**config.mk**
```make
export PLATFORM = sky130hd
export DESIGN_NAME = fetch_stage_flat
export DESIGN_NICKNAME = d
export VERILOG_FILES = /design/src/rtl/mips_pkg.sv /design/src/rtl/fetch_stage_if.sv /design/src/rtl/fetch_skid.sv /design/src/rtl/fetch_stage.sv /design/src/flat_wrapper.sv
export SDC_FILE = /design/constraint.sdc
export NUM_CORES = 1
export LEC_CHECK = 0
export CAP_MARGIN = 15
export CORE_ASPECT_RATIO = 2
export CORE_MARGIN = 1.5
export CORE_UTILIZATION = 46
export DETAILED_ROUTE_END_ITERATION = 7
export PLACE_DENSITY_LB_ADDON = 0.15
export REMOVE_ABC_BUFFERS = 1
export SLEW_MARGIN = 20
export SYNTH_ARGS = -nofsm -noshare
export SYNTH_HDL_FRONTEND = slang
export SYNTH_SLANG_ARGS = --single-unit
export TNS_END_PERCENT = 50
```
**constraint.sdc**
```tcl
create_clock -name clk -period 2.77 [get_ports clk]
set_input_delay 0.4155 -clock clk [delete_from_list [all_inputs] [get_ports clk]]
set_output_delay 0.4155 -clock clk [all_outputs]
set_load 0.02 [all_outputs]
```
**src/rtl/mips_pkg.sv**
```systemverilog
// Shared types for the fetch stage: IF/ID payload, FSM states and the NOP encoding.
package mips_pkg;

    localparam logic [31:0] NOP_INSTR = 32'h0000_0000;

    typedef enum logic [1:0] {
        S_FETCH,
        S_HOLD,
        S_DROP
    } fetch_state_t;

    typedef struct packed {
        logic [31:0] instr;
        logic [31:0] pc4;
        logic        valid;
    } if_id_t;

    localparam if_id_t IF_ID_BUBBLE = '{instr: NOP_INSTR, pc4: 32'h0, valid: 1'b0};

endpackage

```
**src/rtl/fetch_stage_if.sv**
```systemverilog
// Fetch-stage bus: hazard/redirect controls, instruction-memory port and IF/ID outputs.
interface fetch_stage_if;

    logic        stall;
    logic        branch_taken;
    logic [31:0] branch_target;
    logic        imem_req;
    logic [31:0] imem_addr;
    logic [31:0] imem_rdata;
    logic        imem_valid;
    logic [31:0] if_id_instr;
    logic [31:0] if_id_pc4;
    logic        if_id_valid;

    modport master (
        input  stall, branch_taken, branch_target, imem_rdata, imem_valid,
        output imem_req, imem_addr, if_id_instr, if_id_pc4, if_id_valid
    );

    modport slave (
        output stall, branch_taken, branch_target, imem_rdata, imem_valid,
        input  imem_req, imem_addr, if_id_instr, if_id_pc4, if_id_valid
    );

endinterface

```
**src/rtl/fetch_skid.sv**
```systemverilog
// One-entry hold register for an instruction word that returns while IF/ID is stalled.
// Latency: captured word readable the cycle after load.
// Backpressure: none; clear wins over load.
module fetch_skid
    import mips_pkg::*;
(
    input  logic        clk,
    input  logic        rst_n,
    input  logic        load,
    input  logic        clear,
    input  logic [31:0] din,
    output logic [31:0] dout,
    output logic        vld
);

    always_ff @(posedge clk) begin
        if (!rst_n) begin
            dout <= NOP_INSTR;
            vld  <= 1'b0;
        end else if (clear) begin
            dout <= NOP_INSTR;
            vld  <= 1'b0;
        end else if (load) begin
            dout <= din;
            vld  <= 1'b1;
        end
    end

endmodule

```
**src/rtl/fetch_stage.sv**
```systemverilog
// IF stage + IF/ID register; optional FETCH_PERF_EN adds stall/flush counters.
// Latency: imem response at cycle N shows on IF/ID at N+1.
// Backpressure: stall freezes PC and IF/ID; branch_taken overrides stall and inserts a bubble.
module fetch_stage
    import mips_pkg::*;
#(
    parameter logic [31:0] RESET_PC = 32'h0000_0000,
    parameter int unsigned PC_STEP  = 4
) (
    input  logic         clk,
    input  logic         rst_n,
    fetch_stage_if.master bus
`ifdef FETCH_PERF_EN
    ,
    output logic [31:0]  stall_cycles,
    output logic [31:0]  flush_count
`endif
);

    localparam logic [31:0] STEP = 32'(PC_STEP);

    fetch_state_t state, state_nxt;
    logic [31:0]  pc, pc_nxt, pc_inc;
    if_id_t       if_id, if_id_nxt;
    logic         skid_load, skid_clear, skid_vld;
    logic [31:0]  skid_dat;

    assign pc_inc = pc + STEP;

    fetch_skid u_skid (
        .clk   (clk),
        .rst_n (rst_n),
        .load  (skid_load),
        .clear (skid_clear),
        .din   (bus.imem_rdata),
        .dout  (skid_dat),
        .vld   (skid_vld)
    );

    always_comb begin
        state_nxt  = state;
        pc_nxt     = pc;
        if_id_nxt  = if_id;
        skid_load  = 1'b0;
        skid_clear = 1'b0;
        if (bus.branch_taken) begin
            pc_nxt     = bus.branch_target;
            if_id_nxt  = IF_ID_BUBBLE;
            skid_clear = 1'b1;
            // A request still in flight must have its response swallowed.
            if ((state == S_FETCH || state == S_DROP) && !bus.imem_valid)
                state_nxt = S_DROP;
            else
                state_nxt = S_FETCH;
        end else begin
            unique case (state)
                S_FETCH: begin
                    if (bus.imem_valid) begin
                        if (bus.stall) begin
                            skid_load = 1'b1;
                            state_nxt = S_HOLD;
                        end else begin
                            if_id_nxt = '{instr: bus.imem_rdata, pc4: pc_inc, valid: 1'b1};
                            pc_nxt    = pc_inc;
                        end
                    end else if (!bus.stall) begin
                        if_id_nxt = IF_ID_BUBBLE;
                    end
                end
                S_HOLD: begin
                    if (!bus.stall) begin
                        if_id_nxt  = '{instr: skid_dat, pc4: pc_inc, valid: skid_vld};
                        pc_nxt     = pc_inc;
                        skid_clear = 1'b1;
                        state_nxt  = S_FETCH;
                    end
                end
                S_DROP: begin
                    if (bus.imem_valid)
                        state_nxt = S_FETCH;
                    if (!bus.stall)
                        if_id_nxt = IF_ID_BUBBLE;
                end
                default: state_nxt = S_FETCH;
            endcase
        end
    end

    always_ff @(posedge clk) begin
        if (!rst_n) begin
            state <= S_FETCH;
            pc    <= RESET_PC;
            if_id <= IF_ID_BUBBLE;
        end else begin
            state <= state_nxt;
            pc    <= pc_nxt;
            if_id <= if_id_nxt;
        end
    end

    assign bus.imem_req    = rst_n && (state == S_FETCH);
    assign bus.imem_addr   = pc;
    assign bus.if_id_instr = if_id.instr;
    assign bus.if_id_pc4   = if_id.pc4;
    assign bus.if_id_valid = if_id.valid;

`ifdef FETCH_PERF_EN
    always_ff @(posedge clk) begin
        if (!rst_n) begin
            stall_cycles <= 32'h0;
            flush_count  <= 32'h0;
        end else begin
            if (bus.stall && !bus.branch_taken && stall_cycles != 32'hFFFF_FFFF)
                stall_cycles <= stall_cycles + 32'h1;
            if (bus.branch_taken && flush_count != 32'hFFFF_FFFF)
                flush_count <= flush_count + 32'h1;
        end
    end
`endif

endmodule
```
**src/flat_wrapper.sv**
```systemverilog
// flat-port wrapper written by rule: the top's interface ports become plain ports
module fetch_stage_flat import mips_pkg::*;
#(
    parameter logic [31:0] RESET_PC = 32'h0000_0000,
    parameter int unsigned PC_STEP  = 4
)
  (clk, rst_n, bus_stall, bus_branch_taken, bus_branch_target, bus_imem_rdata, bus_imem_valid, bus_imem_req, bus_imem_addr, bus_if_id_instr, bus_if_id_pc4, bus_if_id_valid);
  fetch_stage_if bus_i ();
  input  logic clk;
  input  logic rst_n;
  input wire logic [$bits(bus_i.stall)-1:0] bus_stall;
  input wire logic [$bits(bus_i.branch_taken)-1:0] bus_branch_taken;
  input wire logic [$bits(bus_i.branch_target)-1:0] bus_branch_target;
  input wire logic [$bits(bus_i.imem_rdata)-1:0] bus_imem_rdata;
  input wire logic [$bits(bus_i.imem_valid)-1:0] bus_imem_valid;
  output wire logic [$bits(bus_i.imem_req)-1:0] bus_imem_req;
  output wire logic [$bits(bus_i.imem_addr)-1:0] bus_imem_addr;
  output wire logic [$bits(bus_i.if_id_instr)-1:0] bus_if_id_instr;
  output wire logic [$bits(bus_i.if_id_pc4)-1:0] bus_if_id_pc4;
  output wire logic [$bits(bus_i.if_id_valid)-1:0] bus_if_id_valid;
  assign bus_i.stall = bus_stall;
  assign bus_i.branch_taken = bus_branch_taken;
  assign bus_i.branch_target = bus_branch_target;
  assign bus_i.imem_rdata = bus_imem_rdata;
  assign bus_i.imem_valid = bus_imem_valid;
  assign bus_imem_req = bus_i.imem_req;
  assign bus_imem_addr = bus_i.imem_addr;
  assign bus_if_id_instr = bus_i.if_id_instr;
  assign bus_if_id_pc4 = bus_i.if_id_pc4;
  assign bus_if_id_valid = bus_i.if_id_valid;
  fetch_stage #(.RESET_PC(RESET_PC), .PC_STEP(PC_STEP)) u_core (.clk(clk), .rst_n(rst_n), .bus(bus_i));
endmodule
```
==> flow_summary_export.csv <==
group,metric,value,unit
run_status,result_of_the_run,"complete, no violations",
logic_synthesis,yosysWarningCount,0,
setup_path,crit_family,"buffers and inverters",
cts,clock-root-buffer,"clkbuf_16",
cts,cts_tree,"built",
sta,finalCriticalPeriod,2.373,ns
cts,cts.hold.buffers_added,0,
floorplan,die_area,0.01328,mm^2
setup_path,worst-endpoint-arrival,1.96,ns
logic_synthesis,yosys_register_bits,132,
drt,drt-total-wl,16.76,mm
pwr,pwr_density_cell,588.1,mW/mm^2
logic_synthesis,synth_area,0.005776,mm^2
logic_synthesis,synth_enable_flop_cells,0,
setup_path,crit-reg2reg-capture,"u_core.bus.if_id_instr[4]",
logic_synthesis,yosysSeqAreaShare,0.4575,
drt,initialDrtViolationCount,338,
sta,setup_ws,0.3974,ns
global_routing,grt_pass1_vias,5629,
job,maxCapViolations,0,
floorplan,placement_rows,57,
place,routabilityCongestion,0.8734,
hold_path,hold_path.class,"reg -> reg",
global_routing,grt_antenna_before_repair,0,
setup_path,worstPathCellList,"inv_1 -> ha_1 -> and2_1 -> clkdlybuf4s50_1",
cts,clkSinkCount,132,
setup_path,timing_worst_setup_path_type,"reg -> out",
place,dp_slack,0.3332,ns
logic_synthesis,synth_top_flop_cell,"dfxtp_1",
pwr,leakagePower,2.823,nW
logic_synthesis,synth.lib_cells_used.distinct,42,
layout,area_growth_syn_to_layout,39.71,%
setup_path,worst_r2r_path_depth,8,
cts,htree_levels,4,
sta,timing_hold_violations_final,0,
cts,cts_buffers,17,
logic_synthesis,number_of_standard_cells_after_synthesis,676,
floorplan,vert_die_dim,161.5,um
layout,layout.filler_cells,1029,
hold_path,min_path_cells,2,
global_routing,grt_first_pass_wirelength,27.23,mm
floorplan,ioPinCount,167,
layout,multi_input_comb_area,0.002853,mm^2
setup_path,worstSetupStartpoint,"u_core.state[0]",
setup_path,crit_path_start_kind,"flip-flop",
setup_path,worst_path_largest_cell_delay,0.60,ns
setup_path,critical_path.n_buffers_inverters,2,
cts,buffers_inserted_during_post_cts_setup_optimization,0,
global_routing,grt_util_all_layers,0.2641,
layout,antenna_cells,0,
cts,cts_buffer_depth,2,
layout,final_nets,897,
drt,drt_pre_antenna_iters,8,
drt,drc_errors,0,
pwr,vdd_ir_drop_max,0.0006045,V
layout,post-route-util,0.6616,
sta,setup_viol,0,
layout,layout.area.seq,0.002643,mm^2
hold_path,hold_end,"u_core.bus.if_id_pc4[24]",
setup_path,slowest_stage,"clkdlybuf4s50_1",
global_routing,grt_max_degree,36,
logic_synthesis,ys_async_sr_fraction,0,
sta,rsz0062_at_grt,"no",
layout,final_layout_size_suffix_gt1_frac,0.07536,
cts,clkLatencyLatePin,0.41,ns
sta,slew-limit-headroom,0.5149,
floorplan,die_width,82.23,um
logic_synthesis,yosysTopAreaCell,"dfxtp_1",
setup_path,crit_fanout,8,
sta,timing.final.max_slew_violations,0,
drt,ant_nets_after_route,0,
drt,route.detailed.wl_per_inst,17.05,um
setup_path,timing.critical_path.to_type,"output pin",
sta,achievable-frequency,421.5,MHz
place,io_buffer_count,166,
setup_path,cp.required,2.35,ns
setup_path,regToRegSetupSlack,0.48,ns
cts,postCtsResizedCells,0,
drt,via_count,5563,
logic_synthesis,synth.avg_cell_area,8.544,um^2
place,detailed_place_hpwl,11.83,mm
floorplan,core-area,0.01220,mm^2
sta,worstMarginPinSlew,0.7216,ns
sta,worst_hold_margin,0.4481,ns
sta,worst_clock_skew,0.008502,ns
logic_synthesis,synth.top_cells.by_area,"dfxtp_1, nand2_1, a222oi_1",
logic_synthesis,synth_top_cell_area_share,0.4575,
drt,vias_per_inst,5.659,
cts,clock_pin_slew_reported_for_the_worst_setup_and_hold_paths_after_clock_tree_synthesis,0.06,ns
hold_path,worst_hold_startpoint,"u_core.bus.if_id_pc4[24]",
global_routing,globalRouteOverflowTotal,0,
sta,layout_worst_path_cycle_share,0.8565,
floorplan,floorplan.initialDensity,0.4736,
setup_path,r2r-start,"u_core.state[0]",
-- flip-flops by register name, indices dropped and copies added (netlist names) --
signal                  cells
u_core.bus.if_id_instr     32
u_core.bus.if_id_valid      1
u_core.bus.imem_addr       32
u_core.state                2
u_core.u_skid.vld           1
u_core.u_skid.dout         32
u_core.bus.if_id_pc4       32
-- layer usage --
layer	wire (um)	share of wire	vias up	track usage
met2	9114	0.54	235	0.4763
met3	1183	0.071	36	0.06893
met4	540	0.032	0	0.1263
met1	5923	0.35	2618	0.2687
met5	0	0	-	0
li1	-	-	2674	-
-- cells in the final DEF, fill, tap and decap left out, drive strengths merged, types with 4 or more instances in the layout --
master,count
nand4,15
dfxtp,132
nor2b,4
a21oi,60
xnor2,20
mux2i,4
clkinv,7
nor2,60
nand3,23
xor2,35
buf,18
ha,5
nand2,114
o21ai,54
a222oi,32
a22oi,11
and4,7
and2,6
clkbuf,20
and3,6
nor3,7
nor4,6
inv,8
clkdlybuf4s50,166
-- cell families after synthesis --
family                     synth area share
buffers and inverters               0.05047
DFF                                  0.4575
adders and majority gates           0.01083
xor gates and xnor gates            0.08341
and+or+nand+nor                      0.2130
muxes                              0.006933
AOI/OAI and AO/OA                    0.1779
-- where the power goes --
part	total (mW)	switching, mW	internal (mW)
clock	2.11	0.849	1.26
sequential	2.04	0.0777	1.96
combinational	0.602	0.315	0.286
total	4.75	1.24	3.50
-- tightest hold or removal path, cell delays in order, from the launching register on --
cell,delay (ns)
dfxtp_1,0.31
nand2_1,0.05
o21ai_1,0.05
-- metrics by stage --
stage	TNS [ns]	power, mW	area, um^2	instances
after floorplan	-5.409	2.343	5510	620
after global placement	0	2.661	7515	951
after detailed placement	0	2.675	7515	951
after CTS	0	4.786	8069	983
after global routing	0	4.923	8069	983
final	0	4.745	8069	983
-- final cells by class --
| cell class | count | share of cell area |
|---|---|---|
| multi-input combinational | 481 | 0.3535 |
| sequential | 132 | 0.3275 |
| timing repair buffer | 184 | 0.2242 |
| clock buffer | 20 | 0.05536 |
| tap | 147 | 0.02279 |
| clock inverter | 12 | 0.01334 |
| inverter | 7 | 0.003256 |
-- Yosys cell counts (7+ instances only) --
cell type  instances
nand4_1           13
nor3_1             7
xor2_1            35
a21oi_1           60
o21ai_0           50
a222oi_1          32
inv_1              7
nand2_1          114
xnor2_1           20
a22oi_1           11
nor2_1            60
clkbuf_1          44
dfxtp_1          132
nand3_1           22
-- worst max path at each step --
| stage | to | slack, ns | depth (start not counted) |
|---|---|---|---|
| after floorplan | u_core.u_skid.dout[0] | -0.16 | 6 |
| after global placement | u_core.bus.if_id_instr[13] | 0.40 | 7 |
| after detailed placement | u_core.bus.if_id_instr[14] | 0.33 | 7 |
| after CTS | bus_imem_req | 0.39 | 4 |
| after global routing | bus_imem_req | 0.31 | 4 |
| final | bus_imem_req | 0.40 | 4 |
No activity file was read; power rests on OpenSTA's default activity.
